## config.mk

```make
export PLATFORM = sky130hd
export DESIGN_NAME = pipelined_adder_flat
export DESIGN_NICKNAME = d
export VERILOG_FILES = /design/src/rtl/pipelined_adder_if.sv /design/src/rtl/pipelined_adder.sv /design/src/flat_wrapper.sv
export SDC_FILE = /design/constraint.sdc
export NUM_CORES = 1
export LEC_CHECK = 0
export ABC_AREA = 1
export ABC_CLOCK_PERIOD_IN_PS = 2100
export CAP_MARGIN = 20
export CELL_PAD_IN_SITES_DETAIL_PLACEMENT = 0
export CELL_PAD_IN_SITES_GLOBAL_PLACEMENT = 2
export CORE_ASPECT_RATIO = 0.6
export CORE_MARGIN = 3
export CORE_UTILIZATION = 33
export CTS_CLUSTER_SIZE = 28
export DETAILED_ROUTE_END_ITERATION = 10
export DONT_BUFFER_PORTS = 1
export GPL_ROUTABILITY_DRIVEN = 0
export PLACE_DENSITY_LB_ADDON = 0.1
export SLEW_MARGIN = 20
export SYNTH_ARGS = -nofsm -noshare
export SYNTH_HDL_FRONTEND = slang
export SYNTH_SLANG_ARGS = --single-unit
```

## constraint.sdc

```tcl
create_clock -name clk -period 2.1 [get_ports clk]
set_input_delay 0.42 -clock clk [delete_from_list [all_inputs] [get_ports clk]]
set_output_delay 0.42 -clock clk [all_outputs]
set_load 0.05 [all_outputs]
```

## src/rtl/pipelined_adder_if.sv

```systemverilog
// rtl/pipelined_adder_if.sv - operand/result bundle for pipelined_adder
// PIPE_ADDER_STALL_EN adds the out_ready/in_ready backpressure pair.
interface pipelined_adder_if #(
  parameter int WIDTH = 64
);
  logic             in_valid;
  logic [WIDTH-1:0] a;
  logic [WIDTH-1:0] b;
  logic             sub;
  logic             out_valid;
  logic [WIDTH-1:0] result;
  logic             carry_out;
  logic             overflow;
  logic             negative;
  logic             zero;
`ifdef PIPE_ADDER_STALL_EN
  logic             out_ready;
  logic             in_ready;

  modport master (
    output in_valid, a, b, sub, out_ready,
    input  out_valid, result, carry_out, overflow, negative, zero, in_ready
  );
  modport slave (
    input  in_valid, a, b, sub, out_ready,
    output out_valid, result, carry_out, overflow, negative, zero, in_ready
  );
`else
  modport master (
    output in_valid, a, b, sub,
    input  out_valid, result, carry_out, overflow, negative, zero
  );
  modport slave (
    input  in_valid, a, b, sub,
    output out_valid, result, carry_out, overflow, negative, zero
  );
`endif
endinterface

```

## src/rtl/pipelined_adder.sv

```systemverilog
// rtl/pipelined_adder.sv - STAGES-deep sliced ripple adder/subtractor with NZCV flags
// Optional backpressure (out_ready/in_ready) is built when PIPE_ADDER_STALL_EN is defined.
module pipelined_adder #(
  parameter int WIDTH  = 64,
  parameter int STAGES = 4
) (
  input  logic              clk,
  input  logic              reset,
  pipelined_adder_if.slave  bus
);
  localparam int SW = WIDTH / STAGES;

  if (STAGES < 1 || STAGES > WIDTH || (WIDTH % STAGES) != 0) begin : g_bad_params
    $error("pipelined_adder: WIDTH must be a non-zero multiple of STAGES");
  end

  logic advance;

`ifdef PIPE_ADDER_STALL_EN
  assign advance      = !bus.out_valid || bus.out_ready;
  assign bus.in_ready = advance;
`else
  assign advance = 1'b1;
`endif

  // Each stage carries only the operand bits still to be added, so the skew
  // registers shrink by one slice per stage and results grow by one slice.
  for (genvar k = 0; k < STAGES; k++) begin : g_stage
    localparam int INW = WIDTH - k * SW;

    logic [INW-1:0]        a_in;
    logic [INW-1:0]        b_in;
    logic                  c_in;
    logic                  v_in;
    logic [SW:0]           sum;
    logic [(k+1)*SW-1:0]   r_nx;
    logic [(k+1)*SW-1:0]   r_q;
    logic                  c_q;
    logic                  v_q;

    if (k == 0) begin : g_head
      assign a_in = bus.a;
      assign b_in = bus.sub ? ~bus.b : bus.b;
      assign c_in = bus.sub;
      assign v_in = bus.in_valid;
      assign r_nx = sum[SW-1:0];
    end else begin : g_link
      assign a_in = g_stage[k-1].g_skew.a_q;
      assign b_in = g_stage[k-1].g_skew.b_q;
      assign c_in = g_stage[k-1].c_q;
      assign v_in = g_stage[k-1].v_q;
      assign r_nx = {sum[SW-1:0], g_stage[k-1].r_q};
    end

    assign sum = {1'b0, a_in[SW-1:0]} + {1'b0, b_in[SW-1:0]} + (SW+1)'(c_in);

    always_ff @(posedge clk) begin
      if (reset) begin
        v_q <= 1'b0;
        c_q <= 1'b0;
        r_q <= '0;
      end else if (advance) begin
        v_q <= v_in;
        c_q <= sum[SW];
        r_q <= r_nx;
      end
    end

    if (k < STAGES - 1) begin : g_skew
      logic [INW-SW-1:0] a_q;
      logic [INW-SW-1:0] b_q;

      always_ff @(posedge clk) begin
        if (reset) begin
          a_q <= '0;
          b_q <= '0;
        end else if (advance) begin
          a_q <= a_in[INW-1:SW];
          b_q <= b_in[INW-1:SW];
        end
      end
    end else begin : g_tail
      logic ov_q;

      // Carry into the MSB is recovered from the MSB sum bit and its operands.
      always_ff @(posedge clk) begin
        if (reset) begin
          ov_q <= 1'b0;
        end else if (advance) begin
          ov_q <= a_in[SW-1] ^ b_in[SW-1] ^ sum[SW-1] ^ sum[SW];
        end
      end
    end
  end

  logic [WIDTH-1:0] res;

  assign res           = g_stage[STAGES-1].r_q;
  assign bus.out_valid = g_stage[STAGES-1].v_q;
  assign bus.result    = res;
  assign bus.carry_out = g_stage[STAGES-1].c_q;
  assign bus.overflow  = g_stage[STAGES-1].g_tail.ov_q;
  assign bus.negative  = res[WIDTH-1];
  assign bus.zero      = (res == '0);
endmodule
```

## src/flat_wrapper.sv

```systemverilog
// flat-port wrapper written by rule: the top's interface ports become plain ports
module pipelined_adder_flat 
#(
  parameter int WIDTH  = 64,
  parameter int STAGES = 4
)
  (clk, reset, bus_in_valid, bus_a, bus_b, bus_sub, bus_out_valid, bus_result, bus_carry_out, bus_overflow, bus_negative, bus_zero);
  pipelined_adder_if #(.WIDTH(WIDTH)) bus_i ();
  input  logic clk;
  input  logic reset;
  input wire logic [$bits(bus_i.in_valid)-1:0] bus_in_valid;
  input wire logic [$bits(bus_i.a)-1:0] bus_a;
  input wire logic [$bits(bus_i.b)-1:0] bus_b;
  input wire logic [$bits(bus_i.sub)-1:0] bus_sub;
  output wire logic [$bits(bus_i.out_valid)-1:0] bus_out_valid;
  output wire logic [$bits(bus_i.result)-1:0] bus_result;
  output wire logic [$bits(bus_i.carry_out)-1:0] bus_carry_out;
  output wire logic [$bits(bus_i.overflow)-1:0] bus_overflow;
  output wire logic [$bits(bus_i.negative)-1:0] bus_negative;
  output wire logic [$bits(bus_i.zero)-1:0] bus_zero;
  assign bus_i.in_valid = bus_in_valid;
  assign bus_i.a = bus_a;
  assign bus_i.b = bus_b;
  assign bus_i.sub = bus_sub;
  assign bus_out_valid = bus_i.out_valid;
  assign bus_result = bus_i.result;
  assign bus_carry_out = bus_i.carry_out;
  assign bus_overflow = bus_i.overflow;
  assign bus_negative = bus_i.negative;
  assign bus_zero = bus_i.zero;
  pipelined_adder #(.WIDTH(WIDTH), .STAGES(STAGES)) u_core (.clk(clk), .reset(reset), .bus(bus_i));
endmodule
```

==> flow_summary.ini <==
[synthesis]
synth_commonest_cells = 399 x nor2_1, 361 x dfxtp_1, 331 x inv_1, 232 x nand2_1, 93 x a21oi_1
synth_area_sq_um = 13830
synth_top_cell_by_area = dfxtp_1
yosys.area.top_type_share_pct = 52.24
syn_area_per_cell_sq_um = 7.950
ys_types = 35
yosysWarningCount = 0
synth_most_common_cell = nor2_1
synth_fp_nets = 1939
synth_seq_area_share_pct = 52.24
ys_seq_elements = 361
syn_inst = 1740
synth.top_cells.by_area = dfxtp_1 52%, nor2_1 11%, inv_1 9.0%
synth_edf_count = 0
async_reset_ff_share_pct = 0
ys.flop_type = dfxtp_1

[worst_setup_path]
worstPathArrival_ns = 1.77
reg2reg_from = u_core.g_stage[1].g_skew.b_q[0]
crit_path_start_kind = flip-flop
cp-end-kind = output pin
crit_required_ns = 1.68
r2r-end = u_core.g_stage[2].c_q
startpoint = u_core.bus.result[1]
crit_type = reg -> out
cp-endpoint = bus_zero
reg2reg_slack_ns = 0.17
crit_fanout = 2
ff2ff_path_depth = 8

[status]
violations = setup timing
status = finished with violations

[floorplanning]
die_w_microns = 270.3
io_pins = 201
coreArea_sq_um = 40940
start_util_pct = 33.79
die_area_sq_um = 44490
placementRows = 57
die_h_microns = 164.6

[clock_tree]
htree_levels = 2
clock_path_buffers = 3
clk_pin_slew_worst_paths_ns = 0.06
cts.sinks = 361
cts_root_buf = clkbuf_16
cts_made_buffers = 36
cts_tree = built
clk-insertion-delay-late_ns = 0.52

[timing]
worst_pin_slew_ns = 0.5145
finalSetupViolations = 1
fin_crit_ns = 2.194
finalMaxSlewViolations = 0
fmax_mhz = 455.7
timing.hold.ws_ns = 0.02986
rsz0062_at_grt = true
fin_skew_ns = 0.02221
setup_slack_ns = -0.09434
hold_viol = 0
fin_crit_sh_pct = 104.5
slew-limit-headroom_pct = 65.66

[layout]
syn_to_final_growth_pct = 21.48
fillers = 4371
finalNetCount = 2066
drive_gt1_share_pct = 9.403
final_cells = 2454
design_area_sq_um = 16800
postLayoutCoreUtil_pct = 41.05

[drt]
postRouteAntennaNets = 0
avgViaCountPerCell = 4.185
wl_per_cell_microns = 13.09
drt_iter0_drc = 373
remaining_drc_errors = 0
routed_wl_microns = 32120
vias = 10270
drt-pass1-iter-count = 4

[pwr]
internal_power_w = 0.01143
p_switching_w = 0.003762
comb_power_share_pct = 11.2
seqPwrFrac_pct = 48.8
p_clk_share_pct = 40.1
leakagePower_nw = 7.995
switching_share_pct = 24.77
power_density_nw_per_um2 = 903.9
irDropWorstVdd_v = 0.0004658

[placed_design]
place_inst = 2323
place_area_sq_um = 14840
dpl.hpwl_microns = 22290
portBuffers = 0

[global_routing]
grt_usage_pct = 14.45
overflow = 0
grt_max_degree = 203
antenna_found_initial = 1
grt_pass1_vias = 9884
grt_first_pass_wirelength_microns = 51890

[min_path]
hold_path.class = in -> reg

[flow_run]
max-cap-violations = 0
-- area by class of cell --
class | instances | area (sq um) | area share, %
inverters | 332 | 1246 | 7.416
well taps | 560 | 700.7 | 4.169
clock buffers | 54 | 1060 | 6.306
clock inverters | 10 | 53.80 | 0.3202
repair buffers | 137 | 1237 | 7.364
multi-input cells | 999 | 5271 | 31.37
flip-flops and latches | 361 | 7233 | 43.04
diodes | 1 | 2.502 | 0.01489
-- layer usage --
metal	track usage, %	up-vias	part of all wire (%)	routed length [microns]
met5	0	-	0	0
met4	3.232	0	1.6	525
met3	2.875	44	3.8	1227
met2	22.01	146	41	13150
met1	21.12	4616	54	17220
li1	-	5463	-	-
-- placed cells by master (no fill, tap or decap), types with 5 or more instances in the layout --
cell type      synthesis  routed
clkbuf_1               7      10
nand2_1              232     225
dfxtp_1              361     356
nor2_1               399     395
nor4_2                 0      10
nand2_2               10      17
nand3_1               40      39
clkinv_2               0       9
ha_1                  60      60
o21ai_0               36      36
xor2_1                14      14
dlygate4sd3_1          0      64
o21bai_1               5       5
dfxtp_2                0       5
nor3_1                 6       6
a21oi_1               93      92
xnor2_1               49      49
clkbuf_8               0       7
clkbuf_16              0      37
o21a_1                 8       8
buf_4                  3      69
inv_1                331     331
-- how the worst min path moves through the flow --
stage,from,to,cells past startpoint
finish,bus_a[57],u_core.g_stage[0].g_skew.a_q[41],2
global route,reset,u_core.g_stage[2].r_q[17],1
CTS,reset,u_core.bus.result[22],1
detailed placement,u_core.g_stage[1].r_q[19],u_core.g_stage[2].r_q[19],2
global placement,u_core.g_stage[2].r_q[18],u_core.bus.result[18],2
floorplan,u_core.g_stage[2].v_q,u_core.bus.out_valid,2
-- sequential cells by signal (all words and copies together) (netlist names) --
signal                     flops
u_core.bus.carry_out           1
u_core.bus.out_valid           1
u_core.bus.overflow            1
u_core.bus.result             64
u_core.g_stage.c_q             3
u_core.g_stage.g_skew.a_q     96
u_core.g_stage.g_skew.b_q     96
u_core.g_stage.r_q            96
u_core.g_stage.v_q             3
-- kinds of logic after synthesis --
logic type,synth area share [%]
xor gates and xnor gates,3.989
DFF,52.24
and+or+nand+nor,20.57
buffers and inverters,10.73
adders and majority gates,6.440
AOI/OAI and AO/OA,6.033
-- timing repair --
| action | in CTS | in global routing |
|---|---|---|
| pin swaps | 12 | 3 |
| endpoints found under the hold margin | 134 | 0 |
| buffers inserted | 0 | 0 |
| gates resized for setup | 22 | 17 |
| setup endpoints to repair | 1 | 11 |
| hold buffers | 66 | 0 |
-- critical path, stage by stage, from the launching register on --
cell     delay (ns)
dfxtp_1        0.32
nor4_2         0.27
nand2_1        0.17
nor2_4         0.16
nand2_2        0.08
nor2_2         0.10
buf_6          0.17
-- power by group through the flow --
| stage | Clock, W | Sequential [W] | Combinational (W) |
|---|---|---|---|
| 6_report | 0.00609 | 0.00741 | 0.00170 |
| 5_1_grt | 0.00664 | 0.00745 | 0.00193 |
| 4_1_cts | 0.00635 | 0.00741 | 0.00171 |
| 3_5_place_dp | 0 | 0.00756 | 0.00153 |
| 3_3_place_gp | 0 | 0.00756 | 0.00153 |
| 2_1_floorplan | 0 | 0.00768 | 0.00108 |
-- through the flow --
step           TNS [ns]  total power, W  worst slack [ns]
3_3_place_gp          0        0.009090           0.06892
4_1_cts         -0.1620         0.01547           -0.1620
6_report       -0.09434         0.01519          -0.09434
2_1_floorplan         0        0.008758           0.02698
3_5_place_dp          0        0.009090           0.05785
5_1_grt         -0.2072         0.01602           -0.2072
(Power assumes the default switching activity.)
